==> src/rtl/neogeo_rst_pkg.sv <==
// Shared definitions for the NeoGeo reset sequencer: FSM state codes,
// reset-cause codes and the frame counter width.
package neogeo_rst_pkg;

  // Frame counter width; compared and cleared long before it could wrap.
  localparam int RST_CW = 8;

  // Sequencer state encoding (kept as plain constants for legacy tooling).
  localparam logic [1:0] ST_HOLD    = 2'd0;
  localparam logic [1:0] ST_STAGGER = 2'd1;
  localparam logic [1:0] ST_RUN     = 2'd2;

  // Last-reset cause codes as seen on the OSD/debug readout.
  localparam logic [1:0] CAUSE_POR  = 2'd0;
  localparam logic [1:0] CAUSE_LOAD = 2'd1;
  localparam logic [1:0] CAUSE_USER = 2'd2;
  localparam logic [1:0] CAUSE_WD   = 2'd3;

endpackage

==> src/rtl/rise_detect.sv <==
// Single-bit rising-edge detector. The delayed copy is registered; the edge
// flag is the live input against that copy, so it is valid in the cycle
// the input is first seen high.
module rise_detect (
  input  logic CLK,
  input  logic nRST,
  input  logic din,
  output logic rise
);

  logic din_d_reg;

  // Keep a one-cycle-old copy of the input; cleared so a high input right
  // after reset release still counts as a fresh edge.
  always_ff @(posedge CLK or negedge nRST) begin
    if (!nRST) begin
      din_d_reg <= 1'b0;
    end else begin
      din_d_reg <= din;
    end
  end

  assign rise = din & ~din_d_reg;

endmodule

==> src/rtl/reset_sequencer.sv <==
// Central reset controller for the NeoGeo core. Arbitrates power-on, ROM
// load, user/OSD and watchdog reset requests, holds all CPU/IO resets for
// HOLD_FRAMES frame ticks, then releases 68k/system first and the Z80
// Z80_DELAY ticks later. The cause of the last accepted reset is latched.
module reset_sequencer
  import neogeo_rst_pkg::*;
#(
  parameter int HOLD_FRAMES = 8,  // 1..255
  parameter int Z80_DELAY   = 2   // 0..255
) (
  input  logic       CLK,
  input  logic       nRST,
  input  logic       WDCLK,
  input  logic       REQ_LOAD,
  input  logic       REQ_USER,
  input  logic       REQ_WD,
  output logic       nRESET_68K,
  output logic       nRESET_SYS,
  output logic       nRESET_Z80,
  output logic [1:0] CAUSE,
  output logic       BUSY
);

  // Terminal counts: the transition fires on the tick seen at count N-1.
  localparam logic [RST_CW-1:0] HOLD_LAST = RST_CW'(HOLD_FRAMES - 1);
  localparam logic [RST_CW-1:0] Z80_LAST  =
    RST_CW'((Z80_DELAY > 0) ? (Z80_DELAY - 1) : 0);

  logic              tick;
  logic              user_edge;
  logic              wd_edge;
  logic              req;

  logic [1:0]        state_reg, state_next;
  logic [RST_CW-1:0] cnt_reg, cnt_next;
  logic [1:0]        cause_reg, cause_next;
  logic              n68k_reg, nz80_reg, busy_reg;

  rise_detect u_tick_det (
    .CLK  (CLK),
    .nRST (nRST),
    .din  (WDCLK),
    .rise (tick)
  );

  rise_detect u_user_det (
    .CLK  (CLK),
    .nRST (nRST),
    .din  (REQ_USER),
    .rise (user_edge)
  );

  // Edge-only so a watchdog held high by our own reset cannot lock us up.
  rise_detect u_wd_det (
    .CLK  (CLK),
    .nRST (nRST),
    .din  (REQ_WD),
    .rise (wd_edge)
  );

  // LOAD is a level: it keeps re-requesting and so pins the counter at 0.
  assign req = REQ_LOAD | user_edge | wd_edge;

  // Next-state, counter and cause selection; a request always beats a tick.
  always_comb begin
    state_next = state_reg;
    cnt_next   = cnt_reg;
    cause_next = cause_reg;
    if (req) begin
      state_next = ST_HOLD;
      cnt_next   = '0;
      if (REQ_LOAD) begin
        cause_next = CAUSE_LOAD;
      end else if (user_edge) begin
        cause_next = CAUSE_USER;
      end else begin
        cause_next = CAUSE_WD;
      end
    end else begin
      case (state_reg)
        ST_HOLD: begin
          if (tick) begin
            if (cnt_reg == HOLD_LAST) begin
              state_next = (Z80_DELAY == 0) ? ST_RUN : ST_STAGGER;
              cnt_next   = '0;
            end else begin
              cnt_next = cnt_reg + RST_CW'(1);
            end
          end
        end
        ST_STAGGER: begin
          if (tick) begin
            if (cnt_reg == Z80_LAST) begin
              state_next = ST_RUN;
              cnt_next   = '0;
            end else begin
              cnt_next = cnt_reg + RST_CW'(1);
            end
          end
        end
        ST_RUN: begin
          cnt_next = '0;
        end
        default: begin
          state_next = ST_HOLD;
          cnt_next   = '0;
        end
      endcase
    end
  end

  // State, counter, cause and registered outputs (decoded from next state
  // so each reset line changes on the same edge as the state).
  always_ff @(posedge CLK or negedge nRST) begin
    if (!nRST) begin
      state_reg <= ST_HOLD;
      cnt_reg   <= '0;
      cause_reg <= CAUSE_POR;
      n68k_reg  <= 1'b0;
      nz80_reg  <= 1'b0;
      busy_reg  <= 1'b1;
    end else begin
      state_reg <= state_next;
      cnt_reg   <= cnt_next;
      cause_reg <= cause_next;
      n68k_reg  <= (state_next != ST_HOLD);
      nz80_reg  <= (state_next == ST_RUN);
      busy_reg  <= (state_next != ST_RUN);
    end
  end

  assign nRESET_68K = n68k_reg;
  assign nRESET_SYS = n68k_reg;
  assign nRESET_Z80 = nz80_reg;
  assign CAUSE      = cause_reg;
  assign BUSY       = busy_reg;

endmodule

==> config.mk <==
export PLATFORM = sky130hd
export DESIGN_NAME = reset_sequencer
export DESIGN_NICKNAME = d
export VERILOG_FILES = /design/src/rtl/neogeo_rst_pkg.sv /design/src/rtl/rise_detect.sv /design/src/rtl/reset_sequencer.sv
export SDC_FILE = /design/constraint.sdc
export NUM_CORES = 1
export LEC_CHECK = 0
export CAP_MARGIN = 20
export CORE_AREA = 2 2 46 48
export CTS_BUF_LIST = sky130_fd_sc_hd__clkbuf_8
export DETAILED_ROUTE_END_ITERATION = 8
export DIE_AREA = 0 0 48 50
export PLACE_DENSITY = 0.7
export SKIP_LAST_GASP = 1
export SLEW_MARGIN = 20
export SYNTH_ARGS = -nofsm -noshare
export SYNTH_HDL_FRONTEND = slang
export SYNTH_HIERARCHICAL = 1
export SYNTH_SLANG_ARGS = --single-unit
export TNS_END_PERCENT = 50
==> constraint.sdc <==
create_clock -name CLK -period 1.8 [get_ports CLK]
set_input_delay 0.54 -clock CLK [delete_from_list [all_inputs] [get_ports CLK]]
set_output_delay 0.54 -clock CLK [all_outputs]
set_load 0.005 [all_outputs]
[Word-level counts from Yosys, hierarchy flattened]
Index checks and enable logic that the tools add are counted.
Cells by class
  $add $sub $neg: 1
  eq/ne operators: 8
  multiplexer cells: 14
  bitwise gates (word level): 8
  reduce and logical (&&, ||, !) cells: 3
Operator list (number)
  8-bit two-way mux: 5
  8-bit one-hot mux with 2 select lines: 1
  2-bit two-way mux: 6
  8-bit by 1-bit adder with 8-bit output (second input constant): 1
  8-bit by 1-bit == test with 1-bit output (second input constant): 1
  8-bit by 3-bit == test with 1-bit output (second input constant): 1
  3-bit inequality test (second input constant): 2
  2-bit one-hot mux with 3 select lines: 1
  2-bit == test (second input constant): 2
  1-bit bitwise AND: 3
  1-bit NOT: 3
  2-bit by 1-bit == test with 1-bit output (second input constant): 1
  2-bit logical NOT: 1
  2-bit inequality test (second input constant): 1
  1-bit OR: 2
  2-bit AND reduction: 1
  2-bit nonzero test: 1
  1-bit two-way mux: 1
Storage, ports and cells
  flip-flop bits (word level): 18
  bits of input ports: 6
  output and inout bits: 6
  logic and storage cells: 43

[Logic depth before layout (Yosys ltp)]
Gate-level depths: netlist of run 1.
  depth in word-level cells: 6
  mapped depth: 6
  depth with buffers taken out: 6

[Cells and area by module]
The synthesis of run 1 kept the hierarchy.
Modules (own cells, without submodules)
  reset_sequencer: times used 1, cells an instance 80, area each 769.5 sq um, sequential area each 376.6 sq um
  rise_detect: times used 3, cells an instance 2, area each 38.8 sq um, sequential area each 25.0 sq um

[Worst setup path after synthesis of run 1]
Ideal clock, no wire load.
  path kind: input-to-reg
  from: input port REQ_USER
  to: register cnt_reg[5]
  setup time: 0.066 ns
  arrival: 1.826 ns
  required time: 1.734 ns
  path slack: -0.092 ns
  stages: 5
  path buffers: 1
  cells stage by stage: nor2b_4 -> or4_1 -> buf_2 -> or4_1 -> nand2_1
On the way
  word-level cells in the longest chain between the ends: 5
  elaborated cells between the ends (all ways): 7
  classes of those cells: eq/ne (2); mux (1); bitwise (3); reduce/logical (1)
Ends and longest elaborated chain
  from (decl): line reset_sequencer.sv:15  | input logic REQ_USER,
  1-bit bitwise AND *: line rise_detect.sv:23  | assign rise = din & ~din_d_reg;
  1-bit OR * (2 in a row): line reset_sequencer.sv:62  | assign req = REQ_LOAD | user_edge | wd_edge;
  3-bit inequality test (no line)
  2-bit AND reduction (no line)
  to (signal assigned): line reset_sequencer.sv:124  | cnt_reg <= cnt_next;
  to (decl): line reset_sequencer.sv:35  | logic [RST_CW-1:0] cnt_reg, cnt_next;
Mark *: on every way between the ends. The rest lies on a longest branch, timed or not.
A chain may end at the register's enable or synchronous reset.

[Final worst setup path of run 1]
  from: input port REQ_WD
  to: register cnt_reg[6]
On the way
  word-level cells in the longest chain between the ends: 4
  elaborated cells between the ends (all ways): 6
  classes of those cells: eq/ne (2); mux (1); bitwise (2); reduce/logical (1)
Ends and longest elaborated chain
  from (decl): line reset_sequencer.sv:16  | input logic REQ_WD,
  1-bit bitwise AND *: line rise_detect.sv:23
  named net wd_edge: line reset_sequencer.sv:31  | logic wd_edge;
  1-bit OR *: line reset_sequencer.sv:62
  3-bit inequality test (no line)
  2-bit AND reduction (no line)
Mark *: on every way through the listed nets, which the timed path passes. The rest lies on a longest branch.

==> results.cfg, run 1 <==
[timing]
fmaxAchievable_ghz = 0.559
finalHoldViolations = 0
fin_worst_skew_ps = 1.16
setup-violations-final = 0
slew-limit-headroom_pct = 73.6
min_period_over_period_pct = 99.5
finalCriticalPeriod_ps = 1790
hold_ws_ps = 525
fin_ws_ps = 9.89
slew_violations = 0
rsz0062_at_grt = yes
tightest_slew_ps = 391

[placement]
pre_cts_slack_ps = -512
placed_cells = 134
place.gp.congestion = 0.851
io_buffer_count = 11
dpl.hpwl_um = 1320

[die]
start_util_pct = 46.6
ios = 12
die_y_um = 50
die_x_um = 48
core_mm2 = 0.00190
core.rowCount = 16
dieArea_mm2 = 0.00240

[logic_synthesis]
ys_ff_latch = 18
synth_fp_nets = 94
avgSynthCellArea_um2 = 10.3
yosys.area_share.simple_pct = 26.8
synth-compound-area-share_pct = 15.0
synthMuxAreaShare_pct = 1.13
synthAdderAreaFrac_pct = 2.82
synthCells = 86
synth_xor_xnor_area_share_pct = 0
yosys_warnings = 6
ys_seq_area_share_pct = 51.0
syn-cell-area_um2 = 886
synth.distinct_cells = 33
synth_top_family_by_area = simple AND/OR/NAND/NOR gates

[routing]
firstDrtPassIters = 4
totalWireLength_um = 1820
vias = 767
routed_via_density = 5.52
avgRoutedWirePerCell_um = 13.1
drt-initial-drc-count = 31
drc = 0
drt.antenna.violating_nets = 0

[setup_path]
critPathCaptureType = register
start_kind = input pin
path_class = input pin to register
required_ps = 1990
crit_arrival_ps = 1980
critPathMaxFanout = 6

[clocking]
cts_buffer_depth = 2
cts_tree = built
ctsHoldBuffers = 0
cts-root-buf = clkbuf_8
ctsHtreeMaxLevel = 1
clock_latency_ps = 250
clkSinkCount = 18
numCtsBuffers = 3
cts.clk_slew.worst_paths_ps = 70

[status]
outcome = finished clean

[flow_run]
max-cap-violations = 0

[finish]
final_cell_mix = 17 x dfrtp_1, 14 x buf_4, 9 x nand2_1, 7 x clkdlybuf4s50_1, 6 x nor2_1
area_delta_synth_final_pct = 36.3
fin_util_pct = 63.5
layout_commonest_cell = dfrtp_1
final.fill_count = 156
layout-drive-gt1-share_pct = 26.8
largest_reg_flops = 8
seq_area_um2 = 452
final_cells = 139
multiInputGateArea_um2 = 440
antenna_cells = 0
final_nets = 121

[grt]
grt_use_total_pct = 18.0
antenna_found_initial = 0
grt-ovfl-total = 0
grt_pass1_wl_um = 3080
grt_pass1_vias = 723
grt_max_degree = 19

[power]
ir_drop_uv = 587
cellLeakagePower_nw = 0.537
power.density_mw_per_mm2 = 693

[hold_path]
min-delay-path-class = register to register
[layout make-up]
type / instances / area share [%]
flip-flops and latches: 18 / 37.4
well taps: 27 / 2.80
inverters: 3 / 0.933
multi-input cells: 62 / 36.5
clock buffers: 4 / 4.56
repair buffers: 25 / 17.8
[cell families after synthesis]
logic type / after synthesis
AO/OA/AOI/OAI: 19
adder cells (fa/ha/maj): 2
buffers and inverters: 6
flip-flops: 18
multiplexers: 1
AND/OR/NAND/NOR: 40
[synthesized netlist by cell type]
cell type	instances	area (um^2)
dfrtp_1	17	425
nand2_1	9	33.8
nor2_1	7	26.3
o21ai_0	5	25.0
nand3_1	4	20.0
and3_1	3	18.8
inv_1	3	11.3
nor2b_4	3	41.3
nor3_1	3	15.0
o31ai_1	3	22.5
or4_1	3	22.5
and2_1	2	12.5
buf_2	2	10.0
ha_1	2	25.0
o211ai_1	2	15.0
a211oi_1	1	7.51
a21oi_1	1	5.00
a311oi_1	1	8.76
a31o_1	1	8.76
a41oi_1	1	8.76
buf_4	1	7.51
dfstp_2	1	26.3
mux2i_1	1	10.0
nand2b_1	1	6.26
nand3b_1	1	7.51
nor3b_1	1	7.51
nor4_2	1	12.5
o21bai_1	1	7.51
o22ai_1	1	6.26
o311ai_0	1	8.76
o41ai_1	1	8.76
or3_1	1	6.26
or3_2	1	7.51
[stage by stage]
stage,instance area (um^2),setup TNS [ps],power (W)
floorplan,892,-29.2,0.000461
global placement,1110,-4210,0.000510
detailed placement,1110,-4740,0.000512
CTS,1200,-7.25,0.000844
global route,1210,-17.6,0.000878
finish,1210,0,0.000837
[metal layers]
metal  track usage (%)  vias up  part of all wire (%)
met2              26.0       30                    47
met1              25.4      366                    47
met5                 0        -                     0
li1                  -      367                     -
met3              3.30        4                   5.4
met4              8.11        0                   1.1
[timing repair]
action	4_1_cts	5_1_grt
endpoints found under the setup margin	9	5
pin swaps	3	0
gates resized for setup	11	2
buffers inserted	1	0
gates cloned	0	0
[critical path, cell delays in order]
cell and delay, ps:
clkdlybuf4s15_1 180, nor2b_4 130, or4_4 560, or4_1 490
nand2_1 80
[worst paths after layout]
path,from,end,slack (ps),cells past startpoint
worst min-delay path,CAUSE[1],CAUSE[1],520,2
min in group asynchronous,nRST,cnt_reg[6],610,2
worst max-delay path,REQ_WD,cnt_reg[6],10,5
worst max register to register,cnt_reg[4],state_reg[1],140,5
worst min register to register,CAUSE[1],CAUSE[1],520,2
max in group asynchronous,nRST,BUSY,940,2
[report_power, final]
group | total (W) | internal, W | switching [W]
clock | 0.000325 | 0.000194 | 0.000131
sequential | 0.000420 | 0.000413 | 0.00000705
combinational | 0.0000920 | 0.0000496 | 0.0000424
total | 0.000837 | 0.000657 | 0.000180
(Power assumes the default switching activity.)
==> run 2, diff against run 1 <==
==> constraint.sdc (replaced) <==
create_clock -name CLK -period 1.8 [get_ports CLK]
set_input_delay 0.27 -clock CLK [delete_from_list [all_inputs] [get_ports CLK]]
set_output_delay 0.27 -clock CLK [all_outputs]
set_load 0.005 [all_outputs]
==> results.cfg, run 2 (same netlist as run 1, synthesis figures left out) <==
[die]
die_x_um = 48
dieArea_mm2 = 0.00240
core.rowCount = 16
ios = 12
start_util_pct = 46.6
die_y_um = 50
core_mm2 = 0.00190

[finish]
multiInputGateArea_um2 = 424
final_cell_mix = 17 x dfrtp_1, 11 x clkdlybuf4s50_1, 9 x nand2_1, 9 x buf_4
antenna_cells = 0
fin_util_pct = 60.7
final.fill_count = 154
layout_commonest_cell = dfrtp_1
final_area_mm2 = 0.00115
final_nets = 116
layout-drive-gt1-share_pct = 21.5
area_delta_synth_final_pct = 30.2
largest_reg_flops = 8
seq_area_um2 = 452

[clocking]
cts_tree = built
ctsHtreeMaxLevel = 1
cts_buffer_depth = 2
ctsResizeCount = 2
post_cts_buffers = 0
ctsHoldBuffers = 0
cts-root-buf = clkbuf_8
clock_latency_ps = 250
clkSinkCount = 18
numCtsBuffers = 3
cts.clk_slew.worst_paths_ps = 70

[flow_run]
max-cap-violations = 0

[routing]
drt.antenna.violating_nets = 0
totalWireLength_um = 1750
drc = 0
vias = 738
routed_via_density = 5.51
firstDrtPassIters = 4
avgRoutedWirePerCell_um = 13.1
drt-initial-drc-count = 18

[grt]
grt_max_degree = 12
grt_pass1_wl_um = 2950
antenna_found_initial = 0
grt-ovfl-total = 0
grt_use_total_pct = 17.5
grt_pass1_vias = 664

[power]
cellLeakagePower_nw = 0.502
power.density_mw_per_mm2 = 718
ir_drop_uv = 510

[timing]
slew_violations = 0
tightest_slew_ps = 462
fmaxAchievable_ghz = 0.563
rsz0062_at_grt = yes
finalCriticalPeriod_ps = 1780
setup-violations-final = 0
min_period_over_period_pct = 98.8
hold_ws_ps = 329
fin_ws_ps = 22.4
slew-limit-headroom_pct = 68.8
finalHoldViolations = 0
fin_worst_skew_ps = 4.86
timing.setup.tns_ps = 0

[setup_path]
critPathCaptureType = register
max_stage_delay_ps = 570
critPathMaxFanout = 6
start_kind = input pin
r2r-start = u_user_det/din_d_reg
startpoint = REQ_USER
crit_arrival_ps = 1970
crit_path_cell_trace = clkdlybuf4s50_1 -> nor2b_4 -> or4_4 -> or4_1 -> nand2_1
path_class = input pin to register
required_ps = 1990
cp_slowest_cell = or4_4

[placement]
postPlaceCellArea_mm2 = 0.00108
io_buffer_count = 11
pre_cts_slack_ps = -295
place.gp.congestion = 0.811
dpl.hpwl_um = 1250

[status]
outcome = finished clean

[hold_path]
min-delay-path-class = input pin to async pin
[run 2: changes by cell type in the layout (fill, tap and decap cells not counted), sizes merged]
cell           previous run  this run
buf                      14         9
dlygate4sd2               2         0
dlymetal6s2s              1         0
clkdlybuf4s15             1         0
clkdlybuf4s50             7        11
[run 2: worst paths after layout]
kind                                        end  slack, ps  depth (start not counted)
setup reg to reg                     cnt_reg[6]        150                          4
max in group asynchronous            cnt_reg[3]        980                          2
hold reg to reg                        CAUSE[1]        510                          2
min in group CLK           u_tick_det/din_d_reg        490                          1
setup / recovery                     cnt_reg[6]         20                          5
hold / removal                       nRESET_Z80        330                          1
[run 2: cell type report]
class	count	area share, %
Tap cell	27	2.93
Multi-Input combinational cell	62	36.8
Clock buffer	4	4.77
Timing Repair Buffer	20	15.4
Inverter	3	0.976
Sequential cell	18	39.2
[run 2: where the power goes]
| group | switching (W) | internal [W] |
|---|---|---|
| registers | 0.00000692 | 0.000413 |
| clock network | 0.000130 | 0.000194 |
| logic | 0.0000397 | 0.0000449 |
[run 2: per-stage QoR]
| step | cells | power (W) |
|---|---|---|
| final | 134 | 0.000829 |
| after global routing | 134 | 0.000871 |
| after CTS | 134 | 0.000835 |
| after detailed placement | 130 | 0.000506 |
| after global placement | 130 | 0.000505 |
| after floorplan | 86 | 0.000459 |
[run 2: layer usage]
layer | share of wire [%] | up-vias | GRT usage, %
met3 | 4.4 | 4 | 4.40
met2 | 46 | 17 | 24.0
met1 | 47 | 358 | 25.3
li1 | - | 359 | -
met4 | 1.9 | 0 | 8.11
met5 | 0 | - | 0
[run 2: critical path: cells and delay by family]
family,cells,cell delay (ps)
and+or+nand+nor,4,1270
buffers and inverters,1,430
